===== config.mk =====
export PLATFORM = sky130hd
export DESIGN_NAME = can_stuff
export DESIGN_NICKNAME = d
export VERILOG_FILES = /design/src/rtl/can_stuff.sv
export SDC_FILE = /design/constraint.sdc
export NUM_CORES = 1
export LEC_CHECK = 0
export ABC_AREA = 1
export BUFFER_PORTS_ARGS = -buffer_cell sky130_fd_sc_hd__buf_2
export CAP_MARGIN = 25
export CORE_UTILIZATION = 25
export DETAILED_ROUTE_END_ITERATION = 7
export REMOVE_ABC_BUFFERS = 1
export SLEW_MARGIN = 30
export SYNTH_ARGS = -nofsm -noshare
export SYNTH_HDL_FRONTEND = slang
export SYNTH_SLANG_ARGS = --single-unit

===== constraint.sdc =====
create_clock -name i_Clock -period 2.6 [get_ports i_Clock]
set_input_delay 0.65 -clock i_Clock [delete_from_list [all_inputs] [get_ports i_Clock]]
set_output_delay 0.65 -clock i_Clock [all_outputs]
set_load 0.02 [all_outputs]

===== src/rtl/can_stuff.sv =====
// can_stuff: CAN transmit-side bit stuffer and serializer. Shifts a parallel
// unstuffed frame out index-0-first, one bit per CLKS_PER_BIT clocks, and inserts
// a complementary stuff bit after every 5 equal bits in the leading i_Stuff_Len bits.
// Ports: i_Clock/i_Reset_n (sync, active-low); i_Tx_DV start strobe (IDLE only);
//   i_Frame/i_Stuff_Len/i_Total_Len frame and lengths, latched at the strobe;
//   o_Tx_Serial bus bit (1 = recessive); o_Tx_Active while a bit period runs;
//   o_Stuff_Bit during an inserted bit; o_Stuff_Count inserted bits (saturating);
//   o_Tx_Done one-cycle pulse at normal completion.
// Optional macro CAN_STUFF_BIT_MONITOR_EN adds i_Rx_Serial / o_Bit_Error: a
//   mid-bit readback mismatch aborts the frame to IDLE without o_Tx_Done.
module can_stuff #(
  parameter int CLKS_PER_BIT = 10,
  parameter int MAX_BITS     = 128
) (
  input  logic                i_Clock,
  input  logic                i_Reset_n,
  input  logic                i_Tx_DV,
  input  logic [0:MAX_BITS-1] i_Frame,
  input  logic [7:0]          i_Stuff_Len,
  input  logic [7:0]          i_Total_Len,
`ifdef CAN_STUFF_BIT_MONITOR_EN
  input  logic                i_Rx_Serial,
  output logic                o_Bit_Error,
`endif
  output logic                o_Tx_Serial,
  output logic                o_Tx_Active,
  output logic                o_Stuff_Bit,
  output logic [7:0]          o_Stuff_Count,
  output logic                o_Tx_Done
);

  localparam int CW = (CLKS_PER_BIT > 1) ? $clog2(CLKS_PER_BIT) : 1;
  localparam logic [CW-1:0] CLK_LAST = CW'(CLKS_PER_BIT - 1);
  localparam logic [CW-1:0] CLK_MID  = CW'(CLKS_PER_BIT / 2);

  typedef enum logic [1:0] {IDLE, DATA, STUFF, CLEANUP} state_t;

  state_t              state, state_nxt;
  logic [0:MAX_BITS-1] frame_q;     // remaining bits; index 0 is the current data bit
  logic [7:0]          stuff_len;
  logic [7:0]          total_len;
  logic [7:0]          bit_idx;     // index of the current (or just-finished) data bit
  logic [7:0]          stuff_cnt;
  logic [CW-1:0]       clk_cnt;
  logic                last_val;    // value of the last transmitted bit
  logic [2:0]          run_cnt;     // length of the run ending at last_val
  logic                done_q;

  logic                active, bit_end, in_region, cur_bit, need_stuff, more_bits;
  logic [2:0]          run_nxt;
  logic [7:0]          eff_stuff;
  logic                bit_err;

  assign active    = (state == DATA) || (state == STUFF);
  assign bit_end   = (clk_cnt == CLK_LAST);
  assign cur_bit   = frame_q[0];
  assign in_region = (bit_idx < stuff_len);
  assign more_bits = ((bit_idx + 8'd1) < total_len);
  assign eff_stuff = (i_Stuff_Len < i_Total_Len) ? i_Stuff_Len : i_Total_Len;

  // Run including the data bit now ending. Outside the stuffed region the run
  // is pinned at 1 so nothing can trigger a stuff bit there. run_cnt starts
  // at 0, so the SOF always begins a fresh run of 1.
  assign run_nxt    = (in_region && (cur_bit == last_val)) ? run_cnt + 3'd1 : 3'd1;
  assign need_stuff = in_region && (run_nxt == 3'd5);

`ifdef CAN_STUFF_BIT_MONITOR_EN
  assign bit_err = active && (clk_cnt == CLK_MID) && (i_Rx_Serial != o_Tx_Serial);

  always_ff @(posedge i_Clock) begin
    if (!i_Reset_n) o_Bit_Error <= 1'b0;
    else            o_Bit_Error <= bit_err;
  end
`else
  assign bit_err = 1'b0;
`endif

  // State register
  always_ff @(posedge i_Clock) begin
    if (!i_Reset_n) state <= IDLE;
    else            state <= state_nxt;
  end

  // Next-state logic
  always_comb begin
    state_nxt = state;
    case (state)
      IDLE: begin
        if (i_Tx_DV) state_nxt = (i_Total_Len == 8'd0) ? CLEANUP : DATA;
      end
      DATA: begin
        if (bit_end) begin
          if (need_stuff)     state_nxt = STUFF;
          else if (more_bits) state_nxt = DATA;
          else                state_nxt = CLEANUP;
        end
      end
      STUFF: begin
        if (bit_end) state_nxt = more_bits ? DATA : CLEANUP;
      end
      CLEANUP: state_nxt = IDLE;
      default: state_nxt = IDLE;
    endcase
    if (bit_err) state_nxt = IDLE;
  end

  // Datapath: frame shifter, bit timing, run tracking and stuff counter
  always_ff @(posedge i_Clock) begin
    if (!i_Reset_n) begin
      frame_q   <= '1;
      stuff_len <= '0;
      total_len <= '0;
      bit_idx   <= '0;
      stuff_cnt <= '0;
      clk_cnt   <= '0;
      last_val  <= 1'b1;
      run_cnt   <= '0;
      done_q    <= 1'b0;
    end else begin
      done_q  <= (state == CLEANUP);
      clk_cnt <= (active && !bit_end && !bit_err) ? clk_cnt + 1'b1 : '0;
      case (state)
        IDLE: begin
          if (i_Tx_DV) begin
            frame_q   <= i_Frame;
            stuff_len <= eff_stuff;
            total_len <= i_Total_Len;
            stuff_cnt <= '0;
            bit_idx   <= '0;
            run_cnt   <= '0;
            last_val  <= 1'b1;
          end
        end
        DATA: begin
          if (bit_end) begin
            // Consume the finished bit; refill with recessive ones.
            frame_q <= (frame_q << 1) | MAX_BITS'(1);
            if (need_stuff) begin
              // The stuff bit itself starts a new run of the opposite value.
              last_val  <= ~cur_bit;
              run_cnt   <= 3'd1;
              stuff_cnt <= (stuff_cnt == 8'hFF) ? stuff_cnt : stuff_cnt + 8'd1;
            end else begin
              last_val <= cur_bit;
              run_cnt  <= run_nxt;
              if (more_bits) bit_idx <= bit_idx + 8'd1;
            end
          end
        end
        STUFF: begin
          if (bit_end && more_bits) bit_idx <= bit_idx + 8'd1;
        end
        default: ;
      endcase
    end
  end

  // During STUFF last_val already holds the complemented stuff value.
  assign o_Tx_Serial   = (state == DATA) ? cur_bit : (state == STUFF) ? last_val : 1'b1;
  assign o_Tx_Active   = active;
  assign o_Stuff_Bit   = (state == STUFF);
  assign o_Stuff_Count = stuff_cnt;
  assign o_Tx_Done     = done_q;

endmodule


* Word level (Yosys, flattened, before mapping)
Cells that the tools add are included. Widths: inputs -> output; s select.
Word-level totals: input bits 147, word-level logic and storage cells 81, flip-flop bits (word level) 171
Operators by class: bitwise operators 1, reductions and logical operators 16, order comparisons 3, eq/ne operators 15, multiplexer cells 32, add/subtract/negate cells 4
Operators by type and width (count):
- $mux 128 | 2
- $pmux 128 s2 | 1
- $mux 8 | 9
- $lt 8x8->1 | 3
- $pmux 8 s3 | 1
- $add 8x1->8 const B | 2
- $pmux 8 s2 | 1
- $mux 2 | 6
- $mux 3 | 4
- $ne 2x2->1 const B | 6
- $eq 8x8->1 const B | 1
- $logic_not 8->1 | 1
- $pmux 2 s4 | 1
- $pmux 3 s2 | 1
- $reduce_and 3->1 | 2
- $reduce_and 6->1 | 1
- $mux 1 | 5
- $reduce_and 5->1 | 1
- $add 4x1->4 const B | 1
- $eq 2x2->1 const B | 2
- $eq 4x4->1 const B | 1
- $logic_and 1x1->1 | 4
- $ne 2x1->1 const B | 2
- $reduce_and 2->1 | 2
- other kinds (11) | 11

* Longest topological paths before layout
word-level depth 8, depth in mapped cells 15, gate-level depth less buffers 15

* Worst setup path before layout
OpenSTA, ideal clock, no wires.
path type register to output, from register state[1], to output port o_Tx_Serial, path buffers 3, stages on the path, launching flop included 9, slack 0.171 ns, arrival time 1.779 ns, cells stage by stage dfxtp_1 -> inv_1 -> ha_1 -> buf_4 -> inv_2 -> buf_4 -> clkbuf_1 -> nor2_1 -> a31oi_1
On the way: cells in the longest elaborated chain, start to end 3, elaborated cells between the ends (all ways) 4, those cells by class eq/ne (2); mux (2)
RTL lines:
- start: declaration | RTL line 38 | state_t state, state_nxt;
- start signal: assignment | RTL line 81 | else state <= state_nxt;
- $eq 2x2->1 | RTL line 159 | assign o_Tx_Serial = (state == DATA) ? cur_bit : (state == STUFF) ? last_val : 1'b1;
- $mux 1 | RTL line 159
- $mux 1 * | RTL line 159
- end: declaration | RTL line 25 | output logic o_Tx_Serial,
Every way passes the cells marked *; elsewhere a longest branch is shown, timed or not.

* Worst setup path in the final report
from register state[0], to output port o_Tx_Serial
Same word-level chain as after synthesis.

==> qor.txt <==
DR pass1 iterations = 5
Antenna viol nets, final = 0
Drt drc = 0
Initial drt markers = 416
Syn Area/Cell = 7.43 um^2
CP Class = reg -> out
CTS tree = built
Clock power frac = 0.270
Vias in the first global route = 7,044
PD cells = 1070 nW/um^2
Slew Viols, Final = 0
Clk sinks = 171
Ratio of cells with drive above 1 in the final layout = 0.190
Hold path cells = 3
Final wirelength = 21,800 um
Die Area = 33,800 um^2
Number of port buffers = 158
Worst-path fanout max = 5
Synthesized-area fraction occupied by adder cells = 0.0469
Synth warn = 0
CTS root buf = clkbuf_16
Worst slew margin = 0.449
I/O pins = 159
Final hold violation count = 0
CP startpoint kind = register
Fin crit share = 0.954
Final Power = 10,900 uW
Peak supply drop = 0.000701 V
Total track usage = 0.131
Nets = 1,407
Final HPWL DP = 14,400 um
Critical path data arrival time = 1830 ps
Initial Utilization = 0.254
Grt ovf = 0
Gpl congestion = 0.809
Combinational family with the most area after synthesis = compound AO/OA/AOI/OAI gates
Hold_sp = i_Frame[127]
Run status = finished clean
Via count = 7,739
Synth Register Bits = 171
FF-to-FF Start = bit_idx[4]$_SDFFE_PN0P_
Rows = 66
Max cap viols = 0
Hold buffer count at cts = 0
Hold Path End = frame_q[127]$_SDFFE_PN1P_
DIE HEIGHT = 184 um
Syn Inst Count = 1,114
Final Instance Count excl. Fillers = 1,686
Crit path time final = 2480 ps
Setup violators final = 0
Sequential area share after synthesis = 0.414
# fillers = 3,579
Multiplexer share of the synthesized area = 0
First-pass GRT wire length = 35,400 um
Pin count of the biggest net entering global routing = 135
Simple-Gate Fraction of Synth Area = 0.220
Synthesized area = 8270 um^2
Gate power share = 0.372
Setup Slack @ Placement = 123 ps
P_leak = 0.00432 uW
Flop-to-flop setup slack = 190 ps
WL per Instance = 12.9 um
Die width = 184 um
Switching Fraction = 0.382
R2R cell count = 13
CP required = 1950 ps
Via density = 4.59
Worst setup skew after layout = 18.0 ps
Core Footprint = 32,500 um^2
Clk slew on worst S/H paths = 70 ps
Initial antenna violation count = 4
Worst-Skew Late Latency = 450 ps
H-tree depth = 4
RR Endpoint = bit_idx[3]$_SDFFE_PN0P_
HP Class = in -> reg
CTS max path bufs = 2
RSZ-0062 raised after global routing = false
Pint = 6770 uW
CTS Buf Count = 17
Number of cells after detailed placement = 1,651
FMAX = 403 MHz
Synth Area in XOR/XNOR = 0.0116
CP endpoint kind = output pin
Worst slew pin tran = 827 ps
Synth cell types = 37
Final WS setup = 120 ps
Seq pwr share = 0.358
Layout area overhead = 23.5%
Net Switching = 4170 uW
Compound-Gate Fraction of Synth Area = 0.237
[critical path, cell delays in order, from the launching register on]
cell     delay [ps]
dfxtp_1         440
inv_1           120
ha_1            270
a31oi_1         330
buf_2           240
[how the worst max path moves through the flow]
stage,startpoint,endpoint,depth (start not counted)
2_1_floorplan,state[1]$_SDFFE_PN0P_,run_cnt[2]$_SDFFE_PN0P_,7
3_3_place_gp,bit_idx[4]$_SDFFE_PN0P_,bit_idx[4]$_SDFFE_PN0P_,13
3_5_place_dp,bit_idx[4]$_SDFFE_PN0P_,bit_idx[4]$_SDFFE_PN0P_,13
4_1_cts,bit_idx[4]$_SDFFE_PN0P_,bit_idx[3]$_SDFFE_PN0P_,13
5_1_grt,bit_idx[0]$_SDFFE_PN0P_,bit_idx[2]$_SDFFE_PN0P_,13
6_report,state[0]$_SDFFE_PN0P_,o_Tx_Serial,4
[flip-flops by register name, indices dropped and copies added, names as in the netlist]
| signal | count |
|---|---|
| frame_q | 128 |
| o_Stuff_Count | 8 |
| stuff_len | 8 |
| bit_idx | 8 |
| last_val | 1 |
| o_Tx_Done | 1 |
| clk_cnt | 4 |
| state | 2 |
| run_cnt | 3 |
| total_len | 8 |
[power by group through the flow]
stage	logic [uW]	clock network, uW	registers, uW
after floorplan	2950	0	3880
after global placement	3960	0	3940
after detailed placement	4020	0	3970
after CTS	4040	3040	3920
after global routing	4620	3150	4030
final	4070	2950	3920
[kinds of logic (layout without fill, tap and decap cells)]
group | Yosys count | after routing
xor gates and xnor gates | 11 | 11
buffers and inverters | 142 | 269
and+or+nand+nor | 441 | 441
adders and majority gates | 31 | 31
other | 0 | 3
AOI/OAI and AO/OA | 318 | 318
DFF | 171 | 171
[metrics by stage]
| stage | hold WS, ps | instance area [um^2] | setup TNS, ps | util |
|---|---|---|---|---|
| floorplan | 433 | 7920 | -646750 | - |
| global placement | 450 | 9490 | 0 | 0.292 |
| detailed placement | 456 | 9490 | 0 | 0.292 |
| CTS | 414 | 10200 | 0 | 0.312 |
| global route | 470 | 10200 | 0 | 0.314 |
| finish | 434 | 10200 | 0 | 0.314 |
[cell usage after synthesis]
cell | instances | area (um^2)
a21oi_1 | 166 | 831
a21oi_2 | 2 | 17.5
a21oi_4 | 1 | 16.3
a31oi_1 | 2 | 12.5
a31oi_4 | 1 | 21.3
and2_1 | 1 | 6.26
buf_1 | 7 | 26.3
buf_2 | 26 | 130
buf_4 | 2 | 15.0
buf_8 | 1 | 15.0
clkbuf_1 | 45 | 169
dfxtp_1 | 171 | 3420
ha_1 | 31 | 388
inv_1 | 56 | 210
inv_2 | 5 | 18.8
nand2_1 | 94 | 353
nand2_2 | 3 | 18.8
nand2_4 | 1 | 11.3
nand3_1 | 31 | 155
nand3_2 | 2 | 20.0
nand3b_1 | 8 | 60.1
nand4_1 | 12 | 75.1
nand4_2 | 1 | 12.5
nor2_1 | 277 | 1040
nor2_2 | 2 | 12.5
nor2_4 | 1 | 11.3
nor3_1 | 3 | 15.0
nor3b_1 | 1 | 7.51
nor4_1 | 2 | 12.5
o211ai_1 | 1 | 7.51
o21a_1 | 3 | 22.5
o21ai_0 | 14 | 70.1
o21ai_1 | 1 | 5.00
o31ai_1 | 127 | 953
or2_2 | 2 | 12.5
xnor2_1 | 3 | 26.3
xor2_1 | 8 | 70.1
[what timing repair did]
item	4_1_cts	5_1_grt
gates resized for setup	0	9
endpoints found under the setup margin	0	8
buffers inserted	0	1
[cell type report]
type	instances	area, um^2	share of cell area
diodes	3	7.51	0.000735
repair buffers	177	1010	0.0991
clock buffers	19	453	0.0444
multi-input cells	801	4310	0.422
inverters	61	234	0.0229
well taps	442	553	0.0542
clock inverters	12	219	0.0214
flip-flops and latches	171	3430	0.336
[cell usage in the layout, fill, tap and decap left out, types with 2 or more instances in the layout]
cell / count
a21oi_1: 166
a21oi_2: 2
a31oi_1: 2
buf_12: 6
buf_2: 158
buf_4: 12
bufinv_16: 6
clkbuf_16: 17
clkbuf_8: 2
clkinv_2: 3
clkinvlp_4: 2
dfxtp_1: 168
dfxtp_2: 3
diode_2: 3
ha_1: 30
inv_1: 56
inv_2: 3
inv_4: 2
nand2_1: 93
nand2_2: 4
nand3_1: 31
nand3b_1: 8
nand4_1: 12
nor2_1: 277
nor2_2: 2
nor3_1: 2
o21a_1: 3
o21ai_0: 14
o31ai_1: 127
or2_2: 2
xnor2_1: 3
xor2_1: 8
[layer usage]
| layer | GRT usage | vias to the layer above | routed length [um] |
|---|---|---|---|
| met5 | 0 | - | 15 |
| met4 | 0.0420 | 2 | 329 |
| met3 | 0.0400 | 24 | 1150 |
| met2 | 0.203 | 160 | 9700 |
| met1 | 0.171 | 3518 | 10600 |
| li1 | - | 4035 | - |
(Power assumes the default switching activity.)
